File: src/rtl/nunchuck_i2c_target_if.sv
`default_nettype none
// ============================================================================
//  Module      : nunchuck_i2c_target_if
//  Description : Open-drain I2C pin pair (SCL/SDA). The interface resolves the
//                wired-AND SDA level from the initiator and target pull-downs.
//  Revision    : 1.0 - initial release
// ============================================================================
interface nunchuck_i2c_target_if;
    logic scl;       // clock driven by the initiator
    logic sda_init;  // initiator SDA level, 1 = released
    logic sda_oe;    // target pull-down, 1 = drive 0, 0 = high-Z
    logic sda;       // resolved bus level

    assign sda = sda_init & ~sda_oe;

    modport master (output scl, output sda_init, input sda);
    modport slave  (input scl, input sda, output sda_oe);
endinterface
`default_nettype wire

File: src/rtl/nunchuck_i2c_target.sv
`default_nettype none
// ============================================================================
//  Module      : nunchuck_i2c_target
//  Description : I2C target emulating a Wii Nunchuck (6-byte report, init
//                registers 0xF0/0xFB). Optional macro NUNCHUCK_TGT_INIT_CHECK_EN
//                NACKs read addressing until the init sequence is seen.
//  Revision    : 1.0 - initial release
// ============================================================================
module nunchuck_i2c_target #(
    parameter logic [6:0] ADDR = 7'h52,
    parameter int         FILT = 3
) (
    input  wire logic              clk,
    input  wire logic              rst_n,
    nunchuck_i2c_target_if.slave   bus,
    input  wire logic [7:0]        joy_x,
    input  wire logic [7:0]        joy_y,
    input  wire logic [9:0]        acc_x,
    input  wire logic [9:0]        acc_y,
    input  wire logic [9:0]        acc_z,
    input  wire logic              btn_c,
    input  wire logic              btn_z,
    output logic                   init_done,
    output logic [7:0]             rd_count,
    output logic                   busy
);

    localparam int c_CNT_W = (FILT > 1) ? $clog2(FILT) : 1;

    typedef enum logic [2:0] {
        S_IDLE, S_ADDR, S_ADDR_ACK, S_WR_DATA,
        S_WR_ACK, S_RD_DATA, S_RD_ACK, S_WAIT_STOP
    } state_t;

    // ---------------- pin synchronizer and glitch filter --------------------
    logic [1:0] r_sync1, r_sync2, r_filt_q, w_filt;   // bit 1 = SCL, bit 0 = SDA

    always_ff @(posedge clk or negedge rst_n) begin
        if (!rst_n) begin
            r_sync1  <= 2'b11;
            r_sync2  <= 2'b11;
            r_filt_q <= 2'b11;
        end else begin
            r_sync1  <= {bus.scl, bus.sda};
            r_sync2  <= r_sync1;
            r_filt_q <= w_filt;
        end
    end

    generate
        for (genvar gi = 0; gi < 2; gi++) begin : g_filt
            logic [c_CNT_W-1:0] r_cnt;
            logic               r_lvl;
            // New level accepted only after FILT consecutive differing samples
            always_ff @(posedge clk or negedge rst_n) begin
                if (!rst_n) begin
                    r_cnt <= '0;
                    r_lvl <= 1'b1;
                end else if (r_sync2[gi] == r_lvl) begin
                    r_cnt <= '0;
                end else if (r_cnt == c_CNT_W'(FILT - 1)) begin
                    r_cnt <= '0;
                    r_lvl <= r_sync2[gi];
                end else begin
                    r_cnt <= r_cnt + 1'b1;
                end
            end
            assign w_filt[gi] = r_lvl;
        end
    endgenerate

    logic w_sda, w_scl_rise, w_scl_fall, w_start, w_stop;
    assign w_sda      = w_filt[0];
    assign w_scl_rise =  w_filt[1] & ~r_filt_q[1];
    assign w_scl_fall = ~w_filt[1] &  r_filt_q[1];
    assign w_start    =  r_filt_q[0] & ~w_filt[0] & w_filt[1] & r_filt_q[1];
    assign w_stop     = ~r_filt_q[0] &  w_filt[0] & w_filt[1] & r_filt_q[1];

    // ---------------- state and datapath registers ---------------------------
    state_t          r_state,     w_state_nxt;
    logic [3:0]      r_bit_cnt,   w_bit_cnt_nxt;
    logic [7:0]      r_shift,     w_shift_nxt;
    logic [7:0]      r_tx,        w_tx_nxt;
    logic [7:0]      r_ptr,       w_ptr_nxt;
    logic [7:0]      r_reg_f0,    w_reg_f0_nxt;
    logic [7:0]      r_rd_count,  w_rd_count_nxt;
    logic            r_sda_oe,    w_sda_oe_nxt;
    logic            r_rw,        w_rw_nxt;
    logic            r_first,     w_first_nxt;
    logic            r_init_done, w_init_done_nxt;
    logic [5:0][7:0] r_frame,     w_frame_nxt;
    logic            r_busy;

    logic [5:0][7:0] w_snap;
    logic [7:0]      w_rd_byte;
    logic            w_rd_allowed;

    assign w_snap = {{acc_z[1:0], acc_y[1:0], acc_x[1:0], ~btn_c, ~btn_z},
                     acc_z[9:2], acc_y[9:2], acc_x[9:2], joy_y, joy_x};

`ifdef NUNCHUCK_TGT_INIT_CHECK_EN
    assign w_rd_allowed = r_init_done;
`else
    assign w_rd_allowed = 1'b1;
`endif

    always_comb begin
        w_rd_byte = 8'hFF;
        case (r_ptr)
            8'd0:    w_rd_byte = r_frame[0];
            8'd1:    w_rd_byte = r_frame[1];
            8'd2:    w_rd_byte = r_frame[2];
            8'd3:    w_rd_byte = r_frame[3];
            8'd4:    w_rd_byte = r_frame[4];
            8'd5:    w_rd_byte = r_frame[5];
            default: w_rd_byte = 8'hFF;
        endcase
    end

    always_comb begin
        w_state_nxt     = r_state;
        w_bit_cnt_nxt   = r_bit_cnt;
        w_shift_nxt     = r_shift;
        w_tx_nxt        = r_tx;
        w_ptr_nxt       = r_ptr;
        w_reg_f0_nxt    = r_reg_f0;
        w_rd_count_nxt  = r_rd_count;
        w_sda_oe_nxt    = r_sda_oe;
        w_rw_nxt        = r_rw;
        w_first_nxt     = r_first;
        w_init_done_nxt = r_init_done;
        w_frame_nxt     = r_frame;

        if (w_stop) begin
            w_state_nxt  = S_IDLE;
            w_sda_oe_nxt = 1'b0;
        end else if (w_start) begin
            w_state_nxt   = S_ADDR;
            w_bit_cnt_nxt = 4'd0;
            w_sda_oe_nxt  = 1'b0;
        end else begin
            case (r_state)
                S_ADDR: begin
                    if (w_scl_rise) begin
                        w_shift_nxt   = {r_shift[6:0], w_sda};
                        w_bit_cnt_nxt = r_bit_cnt + 4'd1;
                    end else if (w_scl_fall && r_bit_cnt == 4'd8) begin
                        w_rw_nxt = r_shift[0];
                        if (r_shift[7:1] == ADDR && (!r_shift[0] || w_rd_allowed)) begin
                            w_state_nxt  = S_ADDR_ACK;
                            w_sda_oe_nxt = 1'b1;
                            w_first_nxt  = 1'b1;
                            if (r_shift[0])
                                w_frame_nxt = w_snap;
                        end else begin
                            w_state_nxt = S_WAIT_STOP;
                        end
                    end
                end
                S_ADDR_ACK: begin
                    if (w_scl_fall) begin
                        w_bit_cnt_nxt = 4'd0;
                        if (r_rw) begin
                            w_state_nxt  = S_RD_DATA;
                            w_tx_nxt     = w_rd_byte;
                            w_sda_oe_nxt = ~w_rd_byte[7];
                            w_ptr_nxt    = r_ptr + 8'd1;
                        end else begin
                            w_state_nxt  = S_WR_DATA;
                            w_sda_oe_nxt = 1'b0;
                        end
                    end
                end
                S_WR_DATA: begin
                    if (w_scl_rise) begin
                        w_shift_nxt   = {r_shift[6:0], w_sda};
                        w_bit_cnt_nxt = r_bit_cnt + 4'd1;
                    end else if (w_scl_fall && r_bit_cnt == 4'd8) begin
                        w_state_nxt  = S_WR_ACK;
                        w_sda_oe_nxt = 1'b1;
                        w_first_nxt  = 1'b0;
                        if (r_first) begin
                            w_ptr_nxt = r_shift;
                        end else begin
                            if (r_ptr == 8'hF0)
                                w_reg_f0_nxt = r_shift;
                            // Init completes once 0x00 lands in 0xFB after 0x55 in 0xF0
                            if (r_ptr == 8'hFB && r_shift == 8'h00 && r_reg_f0 == 8'h55)
                                w_init_done_nxt = 1'b1;
                            w_ptr_nxt = r_ptr + 8'd1;
                        end
                    end
                end
                S_WR_ACK: begin
                    if (w_scl_fall) begin
                        w_state_nxt   = S_WR_DATA;
                        w_sda_oe_nxt  = 1'b0;
                        w_bit_cnt_nxt = 4'd0;
                    end
                end
                S_RD_DATA: begin
                    if (w_scl_rise) begin
                        w_bit_cnt_nxt = r_bit_cnt + 4'd1;
                    end else if (w_scl_fall) begin
                        if (r_bit_cnt == 4'd8) begin
                            w_state_nxt  = S_RD_ACK;
                            w_sda_oe_nxt = 1'b0;
                        end else begin
                            w_sda_oe_nxt = ~r_tx[6];
                            w_tx_nxt     = {r_tx[6:0], 1'b0};
                        end
                    end
                end
                S_RD_ACK: begin
                    // A fall here means the initiator ACKed on the preceding rise
                    if (w_scl_rise && w_sda) begin
                        w_state_nxt    = S_WAIT_STOP;
                        w_rd_count_nxt = r_rd_count + 8'd1;
                    end else if (w_scl_fall) begin
                        w_state_nxt   = S_RD_DATA;
                        w_bit_cnt_nxt = 4'd0;
                        w_tx_nxt      = w_rd_byte;
                        w_sda_oe_nxt  = ~w_rd_byte[7];
                        w_ptr_nxt     = r_ptr + 8'd1;
                    end
                end
                default: ;
            endcase
        end
    end

    always_ff @(posedge clk or negedge rst_n) begin
        if (!rst_n) begin
            r_state     <= S_IDLE;
            r_bit_cnt   <= 4'd0;
            r_shift     <= 8'h00;
            r_tx        <= 8'h00;
            r_ptr       <= 8'h00;
            r_reg_f0    <= 8'h00;
            r_rd_count  <= 8'h00;
            r_sda_oe    <= 1'b0;
            r_rw        <= 1'b0;
            r_first     <= 1'b0;
            r_init_done <= 1'b0;
            r_frame     <= '0;
            r_busy      <= 1'b0;
        end else begin
            r_state     <= w_state_nxt;
            r_bit_cnt   <= w_bit_cnt_nxt;
            r_shift     <= w_shift_nxt;
            r_tx        <= w_tx_nxt;
            r_ptr       <= w_ptr_nxt;
            r_reg_f0    <= w_reg_f0_nxt;
            r_rd_count  <= w_rd_count_nxt;
            r_sda_oe    <= w_sda_oe_nxt;
            r_rw        <= w_rw_nxt;
            r_first     <= w_first_nxt;
            r_init_done <= w_init_done_nxt;
            r_frame     <= w_frame_nxt;
            if (w_stop)
                r_busy <= 1'b0;
            else if (w_start)
                r_busy <= 1'b1;
        end
    end

    assign bus.sda_oe = r_sda_oe;
    assign init_done  = r_init_done;
    assign rd_count   = r_rd_count;
    assign busy       = r_busy;

endmodule
`default_nettype wire

File: src/flat_wrapper.sv
// flat-port wrapper written by rule: the top's interface ports become plain ports
module nunchuck_i2c_target_flat 
#(
    parameter logic [6:0] ADDR = 7'h52,
    parameter int         FILT = 3
)
  (clk, rst_n, joy_x, joy_y, acc_x, acc_y, acc_z, btn_c, btn_z, init_done, rd_count, busy, bus_scl, bus_sda_oe);
  nunchuck_i2c_target_if bus_i ();
  input  wire logic clk;
  input  wire logic rst_n;
  input  wire logic [7:0] joy_x;
  input  wire logic [7:0] joy_y;
  input  wire logic [9:0] acc_x;
  input  wire logic [9:0] acc_y;
  input  wire logic [9:0] acc_z;
  input  wire logic btn_c;
  input  wire logic btn_z;
  output logic init_done;
  output logic [7:0] rd_count;
  output logic busy;
  input wire logic [$bits(bus_i.scl)-1:0] bus_scl;
  output wire logic [$bits(bus_i.sda_oe)-1:0] bus_sda_oe;
  assign bus_i.scl = bus_scl;
  assign bus_sda_oe = bus_i.sda_oe;
  nunchuck_i2c_target #(.ADDR(ADDR), .FILT(FILT)) u_core (.clk(clk), .rst_n(rst_n), .bus(bus_i), .joy_x(joy_x), .joy_y(joy_y), .acc_x(acc_x), .acc_y(acc_y), .acc_z(acc_z), .btn_c(btn_c), .btn_z(btn_z), .init_done(init_done), .rd_count(rd_count), .busy(busy));
endmodule
File: config.mk
export PLATFORM = sky130hd
export DESIGN_NAME = nunchuck_i2c_target_flat
export DESIGN_NICKNAME = d
export VERILOG_FILES = /design/src/rtl/nunchuck_i2c_target_if.sv /design/src/rtl/nunchuck_i2c_target.sv /design/src/flat_wrapper.sv
export SDC_FILE = /design/constraint.sdc
export NUM_CORES = 1
export LEC_CHECK = 0
export BUFFER_PORTS_ARGS = -buffer_cell sky130_fd_sc_hd__clkbuf_2
export CORE_MARGIN = 2
export CORE_UTILIZATION = 50
export DETAILED_ROUTE_END_ITERATION = 8
export GPL_ROUTABILITY_DRIVEN = 0
export PLACE_DENSITY = 0.7
export SLEW_MARGIN = 20
export SYNTH_ARGS = -nofsm -noshare
export SYNTH_HDL_FRONTEND = slang
export SYNTH_SLANG_ARGS = --single-unit
File: constraint.sdc
create_clock -name clk -period 2.1 [get_ports clk]
set_input_delay 0.21 -clock clk [delete_from_list [all_inputs] [get_ports clk]]
set_output_delay 0.21 -clock clk [all_outputs]
set_load 0.05 [all_outputs]
==> results of run 1 <==
==> state kept, by name, indices dropped and copies added, names as in the netlist <==
| signal | cells |
|---|---|
| u_core.g_filt.r_lvl | 2 |
| u_core.r_state | 3 |
| u_core.init_done | 1 |
| u_core.busy | 1 |
| u_core.r_frame | 48 |
| u_core.r_ptr | 8 |
| u_core.g_filt.r_cnt | 4 |
| u_core.r_rw | 1 |
| u_core.r_reg_f0 | 8 |
| u_core.r_sync2 | 2 |
| u_core.r_tx | 7 |
| u_core.r_filt_q | 2 |
| u_core.r_bit_cnt | 4 |
| u_core.bus.sda_oe | 1 |
| u_core.r_first | 1 |
| u_core.r_sync1 | 2 |
| u_core.r_shift | 8 |
| u_core.rd_count | 8 |
==> area by class of cell <==
class | count | area share, %
well taps | 136 | 2.71
clock inverters | 6 | 0.736
multi-input cells | 310 | 37.8
repair buffers | 109 | 12.0
clock buffers | 10 | 2.03
flip-flops and latches | 111 | 44.3
inverters | 8 | 0.478
==> timing repair <==
item / CTS / global route
setup endpoints to repair: 0 / 53
hold buffers: 3 / 0
endpoints found under the hold margin: 40 / 0
setup buffers: 0 / 3
gates resized for setup: 0 / 17
==> final timing paths <==
check                                       endpoint  slack (ps)
hold reg to reg                    u_core.r_sync2[1]         360
hold / removal                    u_core.r_frame[41]          20
min in group asynchronous  u_core.g_filt[1].r_cnt[1]         390
setup / recovery                      u_core.r_tx[1]          70
max in group asynchronous          u_core.r_sync2[0]        1010
setup reg to reg                      u_core.r_tx[1]          70
==> cell families after synthesis <==
logic type	count (synthesis)	synth area share (%)
AO/OA/AOI/OAI	89	11.4
adder cells (fa/ha/maj)	7	1.66
other	1	0.0712
flip-flops	111	53.0
AND/OR/NAND/NOR	130	13.7
multiplexers	73	15.6
XOR/XNOR	10	1.66
buffers and inverters	30	2.92
==> placed cells by master (no fill, tap or decap), types with 7 or more instances in the layout <==
cell      synthesis  layout
mux2_2           70      70
a22oi_1           8       8
nor2_1           20      19
o21ai_0          19      19
inv_1             8       8
dfrtp_1         103     103
xnor2_1           7       7
dfstp_2           8       8
buf_4             0      40
ha_1              7       7
nand3_1          11      11
a21oi_1          18      17
nand2_1          48      47
clkbuf_8          0       9
clkbuf_2          1      60
==> stage by stage <==
| step | setup TNS (ps) | hold WS [ps] |
|---|---|---|
| 4_1_cts | 0 | 8.13 |
| 3_3_place_gp | 0 | 258 |
| 6_report | 0 | 18.2 |
| 2_1_floorplan | 0 | -85.6 |
| 3_5_place_dp | 0 | 264 |
| 5_1_grt | -82.4 | 15.9 |
==> report_power, final <==
group	switching [mW]	total [mW]	internal, mW
Sequential	0.331	2.79	2.46
Combinational	1.20	2.19	0.991
Clock	0.743	1.18	0.441
==> routing by layer <==
metal	GRT usage, %	up-vias	wire [um]
met5	0	-	0
met4	7.42	0	145
met3	3.10	11	488
met2	31.1	108	5480
met1	27.5	1898	5210
li1	-	1847	-
==> worst max-delay path, cell delays in order, from the launching register on <==
cell and delay [ps]:
dfrtp_1 410, or4_1 590, a211oi_2 210, buf_4 160, nand2_1 180, a221oi_2 250, o31ai_1 110
==> results_tabular.tex, run 1 <==
\begin{tabular}{lr}
\hline
Metric & Value \\
\hline
\multicolumn{2}{l}{\textbf{STA}} \\
\quad Final setup violation count & 0 \\
\quad Min Clock Period, post-route & approximately 2000 ps \\
\quad Number of pins exceeding their max-slew limit in the final report & 0 \\
\quad Worst Max-Slew Pin Slew & 607 ps \\
\quad Final critical-path setup slack & 71.2 ps \\
\quad Achievable clock frequency & around 0.49 GHz \\
\quad Final cycle utilization of the critical path & 96.6\% \\
\quad Final hold viol count & 0 \\
\quad Max\_slew headroom & 59.5\% \\
\quad Max Clock Skew & roughly 18 ps \\
\quad Setup repair after global routing missed its margin & yes \\
\multicolumn{2}{l}{\textbf{GRT}} \\
\quad Initial antenna violation count & 0 \\
\quad Remaining Overflow, GRT & 0 \\
\quad First-pass GRT wire length & about 18000 um \\
\quad Via count of the first global-routing pass & 3703 \\
\quad Aggregate global-route resource usage & 19.7\% \\
\quad Maximum number of pins on one net before global-route repair & 51 \\
\multicolumn{2}{l}{\textbf{Finish}} \\
\quad Util after Layout & between 60\% and 70\% \\
\quad Fraction of layout cells with a size suffix above 1 & between 30 and 40\% \\
\quad Combined flip-flop and latch cell area & 0.00279 sq mm \\
\quad Area occupied by multi-input gates & about 0.0024 sq mm \\
\quad Number of non-filler instances in the completed layout & 690 \\
\quad Layout fillers & 845 \\
\quad Number of inserted diodes & 0 \\
\quad Synth-to-Final Area Change & 19.4\% \\
\quad Post-layout nets & 607 \\
\quad Final design area excluding fillers & 0.00629 sq mm \\
\multicolumn{2}{l}{\textbf{Die}} \\
\quad Row count & 37 \\
\quad Die width & around 110 um \\
\quad Die area & 0.0114 sq mm \\
\quad Effective utilization at floorplan & just over 50\% \\
\quad Core Footprint & a little over 0.01 sq mm \\
\quad Vert. Die Dim & 107 um \\
\quad Number of top-level design ports & 62 \\
\multicolumn{2}{l}{\textbf{Worst setup path}} \\
\quad Launch instance of the worst register-to-register path & u\_core.r\_ptr[4] \\
\quad WP data arrival & 2290 ps \\
\quad Depth of the most critical reg-to-reg path & 6 \\
\quad CP Max Fanout & 6 \\
\quad WP data required & around 2400 ps \\
\quad Startpoint Class & flop \\
\quad First element of the critical path & u\_core.r\_ptr[4] \\
\quad Worst setup path category & flop to flop \\
\quad Crit end category & flop \\
\multicolumn{2}{l}{\textbf{Synthesis}} \\
\quad Number of enable flip-flop cells after synthesis & 0 \\
\quad Predominant post-synthesis flop cell & dfrtp\_1 \\
\quad Proportion of synthesized flip-flops having asynchronous set or reset & between 90\% and 100\% \\
\quad Ranking of synthesized cells by instance count & 103 x dfrtp\_1, 70 x mux2\_2, 48 x nand2\_1 \\
\quad Post-synthesis cell count & 451 \\
\quad Dominant cell by count in the synthesized netlist & dfrtp\_1 \\
\quad Post-synthesis register bit count & approximately 110 \\
\quad Warnings, synthesis & 1 \\
\quad Post-Synthesis Net Count & 509 \\
\quad Library cells used by synthesis & 65 \\
\quad Total standard cell area after synthesis & between 0.005 and 0.006 sq mm \\
\quad Area contributors post-synth & dfrtp\_1 49\%, mux2\_2 15\%, dfstp\_2 4.0\% \\
\quad Cell taking the most area after synthesis & dfrtp\_1 \\
\quad Share of the yosys chip area belonging to registers & a little over half \\
\quad Avg Cell Area, Syn & 11.7 sq um \\
\quad Area share of the largest cell type after synthesis & 49.0\% \\
\multicolumn{2}{l}{\textbf{Placement}} \\
\quad Input/output buffers & 61 \\
\quad Post-placement setup slack & 37.6 ps \\
\quad Total placed instance area & 0.00594 sq mm \\
\quad HPWL after detailed placement & 7880 um \\
\quad Cell Count Post-Placement & around 670 \\
\multicolumn{2}{l}{\textbf{Clocking}} \\
\quad TritonCTS clock tree & yes \\
\quad Number of clock sinks seen by CTS & between 100 and 150 \\
\quad H-tree depth & 3 \\
\quad Clock-pin transition on the worst setup and hold timing paths & 110 ps \\
\quad Clock root buffer master & clkbuf\_8 \\
\quad Clk\_lat worst skew & around 380 ps \\
\quad Num CTS Buffers & 9 \\
\quad Deepest clock path buffer count & 2 \\
\multicolumn{2}{l}{\textbf{Drt}} \\
\quad Starting DRT DRC Count & $\sim$190 \\
\quad Total via count after detailed routing & 3864 \\
\quad Final routed DRC violation total & 0 \\
\quad Per-cell routed wire length & approximately 16 um \\
\quad Iteration count of the initial detailed-routing pass & 6 \\
\quad Final WL & between 10000 and 15000 um \\
\quad Final ANT Viol Nets & 0 \\
\quad Post-detailed-route via-to-cell ratio & approximately 5.6 \\
\multicolumn{2}{l}{\textbf{Flow run}} \\
\quad Max Cap Viol & 0 \\
\multicolumn{2}{l}{\textbf{Power}} \\
\quad Areal power density over the cells & between 900 and 1000 mW/mm\^{}2 \\
\quad Overall power consumption & between 6 and 7 mW \\
\quad Leakage power & about 3.0 nW \\
\quad Worst IR Drop VDD & roughly 460 uV \\
\multicolumn{2}{l}{\textbf{Worst hold path}} \\
\quad Hold Path Stages & 2 \\
\quad Class of the worst hold path & input pin to flop \\
\quad Critical hold path startpoint & btn\_c \\
\multicolumn{2}{l}{\textbf{Outcome}} \\
\quad Result of the run & completed \\
\hline
\end{tabular}
Note: power is estimated with default switching activity, not from simulation.
==> inputs of run 2 (changes only) <==
--- a/config.mk
+++ b/config.mk
@@ -5,6 +5,7 @@
 export SDC_FILE = /design/constraint.sdc
 export NUM_CORES = 1
 export LEC_CHECK = 0
+export ABC_AREA = 1
 export BUFFER_PORTS_ARGS = -buffer_cell sky130_fd_sc_hd__clkbuf_2
 export CORE_MARGIN = 2
 export CORE_UTILIZATION = 50
==> run 2 against run 1 <==
Clock-buffer cell count grew 1. Sequential share of layout area up 0.46 points. Largest cell class unchanged. Critical path depth grew 1. Maximum frequency up 3.4%.
==> results_tabular.tex, run 2 <==
\begin{tabular}{lr}
\hline
Metric & Value \\
\hline
\multicolumn{2}{l}{\textbf{Synthesis}} \\
\quad Post-synthesis cell count & roughly 700 \\
\quad Library cells used by synthesis & 35 \\
\quad Area share of the largest cell type after synthesis & between 40\% and 50\% \\
\quad Post-synthesis register bit count & $\sim$110 \\
\quad Warnings, synthesis & 1 \\
\quad Proportion of synthesized flip-flops having asynchronous set or reset & 100\% \\
\quad Avg Cell Area, Syn & between 7 and 8 sq um \\
\quad Dominant cell by count in the synthesized netlist & nand2\_1 \\
\quad Area contributors post-synth & dfrtp\_1 47\%, nand2\_1 16\%, o21ai\_1 6.3\% \\
\quad Total standard cell area after synthesis & 0.00545 sq mm \\
\quad Ranking of synthesized cells by instance count & 227 x nand2\_1, 103 x dfrtp\_1, 77 x inv\_1 \\
\quad Share of the yosys chip area belonging to registers & between 50\% and 60\% \\
\quad Predominant post-synthesis flop cell & dfrtp\_1 \\
\quad Number of enable flip-flop cells after synthesis & 0 \\
\quad Cell taking the most area after synthesis & dfrtp\_1 \\
\quad Post-Synthesis Net Count & 760 \\
\multicolumn{2}{l}{\textbf{Finish}} \\
\quad Number of flip-flops under the largest register name & 48 \\
\quad Register name with the most flops & u\_core.r\_frame \\
\quad Synth-to-Final Area Change & 14.1\% \\
\quad Final design area excluding fillers & around 0.0062 sq mm \\
\quad Number of inserted diodes & 0 \\
\quad Commonest non-fill, non-tap cell in the layout & nand2\_1 \\
\quad Layout fillers & $\sim$1000 \\
\quad Fraction of layout cells with a size suffix above 1 & about 17\% \\
\quad Area occupied by multi-input gates & $\sim$0.0022 sq mm \\
\quad Post-layout nets & approximately 830 \\
\quad Combined flip-flop and latch cell area & about 0.0028 sq mm \\
\quad Highest-count cells in the layout ignoring fill and taps & 226 x nand2\_1, 103 x dfrtp\_1, 77 x inv\_1 \\
\multicolumn{2}{l}{\textbf{Power}} \\
\quad Worst IR Drop VDD & between 600 and 700 uV \\
\quad Areal power density over the cells & about 1100 mW/mm\^{}2 \\
\quad Overall power consumption & between 7 and 8 mW \\
\quad Leakage power & between 3 and 4 nW \\
\multicolumn{2}{l}{\textbf{Die}} \\
\quad Effective utilization at floorplan & between 50\% and 60\% \\
\quad Die area & about 0.012 sq mm \\
\quad Row count & 38 \\
\quad Core Footprint & 0.0107 sq mm \\
\quad Vert. Die Dim & around 110 um \\
\quad Die width & around 110 um \\
\quad Number of top-level design ports & between 60 and 70 \\
\multicolumn{2}{l}{\textbf{Worst setup path}} \\
\quad WP data arrival & 2270 ps \\
\quad Slowest cell on crit path & dfstp\_2 \\
\quad Cell chain of the critical path & inv\_2 -> nor2\_1 -> nand2\_1 -> nor3\_4 -> nand2\_1 -> nor3\_1 -> xor2\_1 \\
\quad Worst setup path category & flop to flop \\
\quad Most repeated library cell on the critical path & nand2\_1 \\
\quad Crit end category & flop \\
\quad WP data required & $\sim$2400 ps \\
\quad Slowest stage delay, CP & approximately 600 ps \\
\quad Startpoint Class & flop \\
\quad CP Max Fanout & 6 \\
\multicolumn{2}{l}{\textbf{STA}} \\
\quad Max Clock Skew & approximately 13 ps \\
\quad Achievable clock frequency & 0.509 GHz \\
\quad Final setup violation count & 0 \\
\quad Max\_slew headroom & 66.2\% \\
\quad Final cycle utilization of the critical path & 93.5\% \\
\quad Setup repair after global routing missed its margin & no \\
\quad Number of pins exceeding their max-slew limit in the final report & 0 \\
\quad Min Clock Period, post-route & between 1500 and 2000 ps \\
\quad Final hold viol count & 0 \\
\quad Final setup TNS & 0 ps \\
\quad Worst Max-Slew Pin Slew & about 510 ps \\
\quad Minimum hold slack & 21.2 ps \\
\multicolumn{2}{l}{\textbf{Flow run}} \\
\quad Max Cap Viol & 0 \\
\multicolumn{2}{l}{\textbf{Drt}} \\
\quad Final ANT Viol Nets & 0 \\
\quad Iteration count of the initial detailed-routing pass & 5 \\
\quad Final WL & 11500 um \\
\quad Post-detailed-route via-to-cell ratio & 4.96 \\
\quad Final routed DRC violation total & 0 \\
\quad Total via count after detailed routing & 4567 \\
\quad Starting DRT DRC Count & 301 \\
\quad Per-cell routed wire length & approximately 13 um \\
\multicolumn{2}{l}{\textbf{GRT}} \\
\quad Initial antenna violation count & 0 \\
\quad First-pass GRT wire length & 20100 um \\
\quad Aggregate global-route resource usage & between 20\% and 30\% \\
\quad Via count of the first global-routing pass & between 4000 and 5000 \\
\quad Maximum number of pins on one net before global-route repair & between 90 and 100 \\
\quad Remaining Overflow, GRT & 0 \\
\multicolumn{2}{l}{\textbf{Clocking}} \\
\quad TritonCTS clock tree & yes \\
\quad Clock-pin transition on the worst setup and hold timing paths & $\sim$100 ps \\
\quad Clk\_lat worst skew & about 390 ps \\
\quad H-tree depth & 3 \\
\quad Clock root buffer master & clkbuf\_8 \\
\quad Number of clock sinks seen by CTS & between 100 and 150 \\
\quad Num CTS Buffers & 9 \\
\quad Deepest clock path buffer count & 2 \\
\multicolumn{2}{l}{\textbf{Placement}} \\
\quad HPWL after detailed placement & around 8500 um \\
\quad Input/output buffers & 61 \\
\quad Total placed instance area & 0.00597 sq mm \\
\multicolumn{2}{l}{\textbf{Worst hold path}} \\
\quad Class of the worst hold path & input pin to flop \\
\multicolumn{2}{l}{\textbf{Outcome}} \\
\quad Result of the run & completed \\
\hline
\end{tabular}
==> run 2: cell count changes after synthesis, sizes merged, moves of 6 or more <==
cell / change
nand2: +181
inv: +84
mux2: -73
o21ai: +69
nor2: +45
nand3: +30
a21oi: -8
a22oi: -8
nand2b: -6
o31ai: -6
==> run 2: timing repair <==
item	4_1_cts	5_1_grt
setup endpoints to repair	0	62
hold buffers	4	0
hold endpoints to repair	28	0
buffers inserted	0	0
gates resized for setup	0	5
==> run 2: power by group <==
group / internal, mW / total, mW / switching [mW]
combinational: 1.01 / 3.03 / 2.03
sequential: 2.48 / 2.79 / 0.306
clock: 0.582 / 1.30 / 0.717
==> run 2: critical path: cells and delay by family (launching register included) <==
family	cells	cell delay, ps
XOR/XNOR	1	180
AND/OR/NAND/NOR	5	1050
buffers and inverters	1	60
flip-flops	1	600
==> run 2: final timing paths <==
path	start	end	slack, ps	depth (start not counted)
max in group asynchronous	rst_n	u_core.r_reg_f0[2]	1130	3
setup / recovery	u_core.g_filt[1].r_lvl	u_core.rd_count[7]	140	7
hold reg to reg	u_core.r_sync1[0]	u_core.r_sync2[0]	370	0
min in group asynchronous	rst_n	u_core.r_reg_f0[7]	300	2
setup reg to reg	u_core.g_filt[1].r_lvl	u_core.rd_count[7]	140	7
hold / removal	acc_y[2]	u_core.r_frame[24]	20	3
==> run 2: cell type report <==
cell class                 instances  share of cell area (%)
clock buffer                      11                    2.27
sequential                       111                    44.8
inverter                          92                    5.55
tap                              140                    2.82
multi-input combinational        483                    36.0
timing repair buffer              79                    7.68
clock inverter                     4                   0.865
==> run 2: routing by layer <==
metal  vias up  part of all wire, %  GRT usage, %
met5         -                    0             0
met4         0                  2.4          8.24
met3        25                  4.8          4.82
met2       115                   46          33.7
met1      2086                   47          29.8
li1       2341                    -             -
==> run 2: cells by family (layout without fill, tap and decap cells) <==
| kind of cell | after synthesis | after routing | share of synthesized area (%) |
|---|---|---|---|
| flops | 111 | 111 | 51.1 |
| buf+inv | 108 | 186 | 8.12 |
| fa+ha+maj | 7 | 7 | 1.61 |
| xor+xnor | 13 | 13 | 2.09 |
| other cells | 1 | 1 | 0.0688 |
| compound gates | 103 | 103 | 9.71 |
| simple gates | 359 | 359 | 27.3 |
==> run 2: stage by stage <==
| stage | std cells | worst slack [ps] | util (%) |
|---|---|---|---|
| floorplan | 702 | 386 | - |
| detailed placement | 901 | 98.3 | 55.5 |
| global route | 920 | 11.4 | 57.9 |
| finish | 920 | 137 | 57.9 |
| global placement | 901 | 238 | 55.5 |
| CTS | 920 | 98.3 | 57.7 |
==> inputs of run 3 (changes only) <==
--- a/config.mk
+++ b/config.mk
@@ -6,12 +6,13 @@
 export NUM_CORES = 1
 export LEC_CHECK = 0
 export ABC_AREA = 1
-export BUFFER_PORTS_ARGS = -buffer_cell sky130_fd_sc_hd__clkbuf_2
 export CORE_MARGIN = 2
 export CORE_UTILIZATION = 50
 export DETAILED_ROUTE_END_ITERATION = 8
+export DONT_BUFFER_PORTS = 1
 export GPL_ROUTABILITY_DRIVEN = 0
-export PLACE_DENSITY = 0.7
+export MAX_ROUTING_LAYER = met4
+export PLACE_DENSITY = 0.65
 export SLEW_MARGIN = 20
 export SYNTH_ARGS = -nofsm -noshare
 export SYNTH_HDL_FRONTEND = slang
==> run 3 against run 2 <==
The flow now finishes with violations (negative hold slack). Clock-buffer cell count stayed put. Sequential share of layout area decreased by 1.1 points. Register-to-register slack improved by 20 ps. Critical path depth increased by 3. Largest cell class unchanged.
==> results_tabular.tex, run 3 (synthesized netlist as in run 2, its figures left out) <==
\begin{tabular}{lr}
\hline
Metric & Value \\
\hline
\multicolumn{2}{l}{\textbf{Clocking}} \\
\quad Deepest clock path buffer count & 2 \\
\quad Number of clock sinks seen by CTS & 111 \\
\quad Clk\_lat worst skew & about 390 ps \\
\quad Clock-pin transition on the worst setup and hold timing paths & around 100 ps \\
\quad Clock root buffer master & clkbuf\_8 \\
\quad Count of buffers added by post-CTS timing repair for setup & 0 \\
\quad Num CTS Buffers & 9 \\
\quad TritonCTS clock tree & yes \\
\quad H-tree depth & 3 \\
\quad Post-CTS Hold Fix Bufs & 49 \\
\multicolumn{2}{l}{\textbf{STA}} \\
\quad Final setup TNS & 0 ps \\
\quad Final setup violation count & 0 \\
\quad Max Clock Skew & approximately 9.5 ps \\
\quad Final hold viol count & $\sim$110 \\
\quad Final cycle utilization of the critical path & between 90\% and 100\% \\
\quad Minimum hold slack & -487 ps \\
\quad Min Clock Period, post-route & 1940 ps \\
\quad Worst Max-Slew Pin Slew & about 550 ps \\
\quad Max\_slew headroom & a little over three fifths \\
\quad Achievable clock frequency & $\sim$0.51 GHz \\
\quad Number of pins exceeding their max-slew limit in the final report & 0 \\
\multicolumn{2}{l}{\textbf{GRT}} \\
\quad Aggregate global-route resource usage & a little under a quarter \\
\quad Met2 Use GR & 35.0\% \\
\quad Via count of the first global-routing pass & 4442 \\
\quad Maximum number of pins on one net before global-route repair & $\sim$110 \\
\quad First-pass GRT wire length & about 20000 um \\
\quad GR Util met3 & between 3 and 4\% \\
\quad Most heavily used metal layer in global routing & met2 \\
\quad Remaining Overflow, GRT & 0 \\
\quad Global routing met1 resource utilization & between 30 and 40\% \\
\quad Initial antenna violation count & 0 \\
\multicolumn{2}{l}{\textbf{Worst setup path}} \\
\quad CP Max Fanout & 48 \\
\quad Cell chain of the critical path & inv\_1 -> ha\_1 -> nand3\_1 -> nor2\_1 -> inv\_2 -> nor3\_4 -> nand3\_2 -> clkbuf\_16 -> nor2\_1 -> a21oi\_1 \\
\quad Worst setup path category & flop to flop \\
\quad WP data required & $\sim$2400 ps \\
\quad Crit end category & flop \\
\quad CP top delay family & simple AND/OR/NAND/NOR gates \\
\quad Buffering stage count on the worst path with inverters included & 3 \\
\quad Most repeated library cell on the critical path & nor2\_1 \\
\quad Startpoint Class & flop \\
\quad WP data arrival & approximately 2200 ps \\
\quad Slowest cell on crit path & dfrtp\_1 \\
\quad Slowest stage delay, CP & about 420 ps \\
\multicolumn{2}{l}{\textbf{Power}} \\
\quad Worst IR Drop VDD & between 500 and 600 uV \\
\quad Leakage power & 3.27 nW \\
\quad Areal power density over the cells & 1110 mW/mm\^{}2 \\
\multicolumn{2}{l}{\textbf{Finish}} \\
\quad Util after Layout & 59.4\% \\
\quad Layout fillers & around 980 \\
\quad Highest-count cells in the layout ignoring fill and taps & 226 x nand2\_1, 103 x dfrtp\_1, 77 x inv\_1 \\
\quad Area occupied by multi-input gates & around 0.0022 sq mm \\
\quad Synth-to-Final Area Change & 17.1\% \\
\quad Number of inserted diodes & 0 \\
\quad Post-layout nets & approximately 820 \\
\quad Fraction of layout cells with a size suffix above 1 & between 9 and 10\% \\
\quad Combined flip-flop and latch cell area & 0.00279 sq mm \\
\quad Number of flip-flops under the largest register name & 48 \\
\quad Register name with the most flops & u\_core.r\_frame \\
\quad Commonest non-fill, non-tap cell in the layout & nand2\_1 \\
\multicolumn{2}{l}{\textbf{Drt}} \\
\quad Per-cell routed wire length & 13.4 um \\
\quad Post-detailed-route via-to-cell ratio & roughly 5 \\
\quad Final WL & 12200 um \\
\quad Total via count after detailed routing & 4566 \\
\quad Final ANT Viol Nets & 0 \\
\quad Final routed DRC violation total & 0 \\
\quad Starting DRT DRC Count & about 240 \\
\quad Iteration count of the initial detailed-routing pass & 6 \\
\multicolumn{2}{l}{\textbf{Placement}} \\
\quad Input/output buffers & 0 \\
\quad HPWL after detailed placement & about 8000 um \\
\multicolumn{2}{l}{\textbf{Die}} \\
\quad Vert. Die Dim & 108 um \\
\quad Core Footprint & between 0.01 and 0.015 sq mm \\
\quad Die width & roughly 110 um \\
\quad Row count & 38 \\
\quad Die area & $\sim$0.012 sq mm \\
\quad Number of top-level design ports & between 60 and 70 \\
\quad Effective utilization at floorplan & approximately 51\% \\
\multicolumn{2}{l}{\textbf{Outcome}} \\
\quad Result of the run & finished with violations \\
\quad Violated checks & negative hold slack \\
\multicolumn{2}{l}{\textbf{Worst hold path}} \\
\quad Class of the worst hold path & input pin to asynchronous set/reset pin \\
\multicolumn{2}{l}{\textbf{Flow run}} \\
\quad Max Cap Viol & 0 \\
\hline
\end{tabular}
## run 3: what timing repair did
action                                 4_1_cts  5_1_grt
resized for setup                            0        5
setup endpoints to repair                    0       12
endpoints found under the hold margin      160      111
## run 3: stage by stage
stage                     total power [mW]  instance area (sq um)  instances  setup slack (ps)
after floorplan                       4.94                   5450        702               386
after CTS                             7.11                   6360        908               105
after global placement                5.66                   5670        843               226
after detailed placement              5.72                   5670        843               120
final                                 7.09                   6390        909               157
after global routing                  7.70                   6390        909             -6.83
## run 3: power by group
part,switching (mW),leakage [nW],total (mW),internal (mW)
Combinational,1.91,1.94,2.94,1.03
Clock,0.715,0.0997,1.30,0.585
Sequential,0.365,1.24,2.85,2.48
## run 3: final cells by class
cell class,instances,share of cell area [%]
Multi-Input combinational cell,483,35.0
Tap cell,140,2.74
Timing Repair Buffer,67,10.1
Inverter,92,5.41
Clock buffer,11,2.21
Clock inverter,5,0.882
Sequential cell,111,43.7
## run 3: metal layers
| metal | vias to the layer above | share of wire, % |
|---|---|---|
| met3 | 17 | 4.1 |
| li1 | 2320 | - |
| met4 | 0 | 1.9 |
| met5 | - | 0 |
| met2 | 109 | 47 |
| met1 | 2120 | 47 |
## run 3: path summary, 6_finish.rpt
kind	start	end	slack [ps]	cells after the start
max	u_core.r_bit_cnt[0]	u_core.r_frame[47]	160	10
min	rst_n	u_core.r_shift[5]	-490	0
max reg2reg	u_core.r_bit_cnt[0]	u_core.r_frame[47]	160	10
min reg2reg	u_core.r_sync1[1]	u_core.r_sync2[1]	360	0
max in group asynchronous	rst_n	u_core.r_sync1[0]	2330	0
min in group clk	u_core.r_sync1[1]	u_core.r_sync2[1]	360	0
## run 3: worst register-to-register path, cell delays in order (launching register included)
cell and delay (ps):
dfrtp_1 420, inv_1 90, ha_1 140, nand3_1 120, nor2_1 190, inv_2 80
nor3_4 170, nand3_2 160, clkbuf_16 260, nor2_1 150, a21oi_1 50
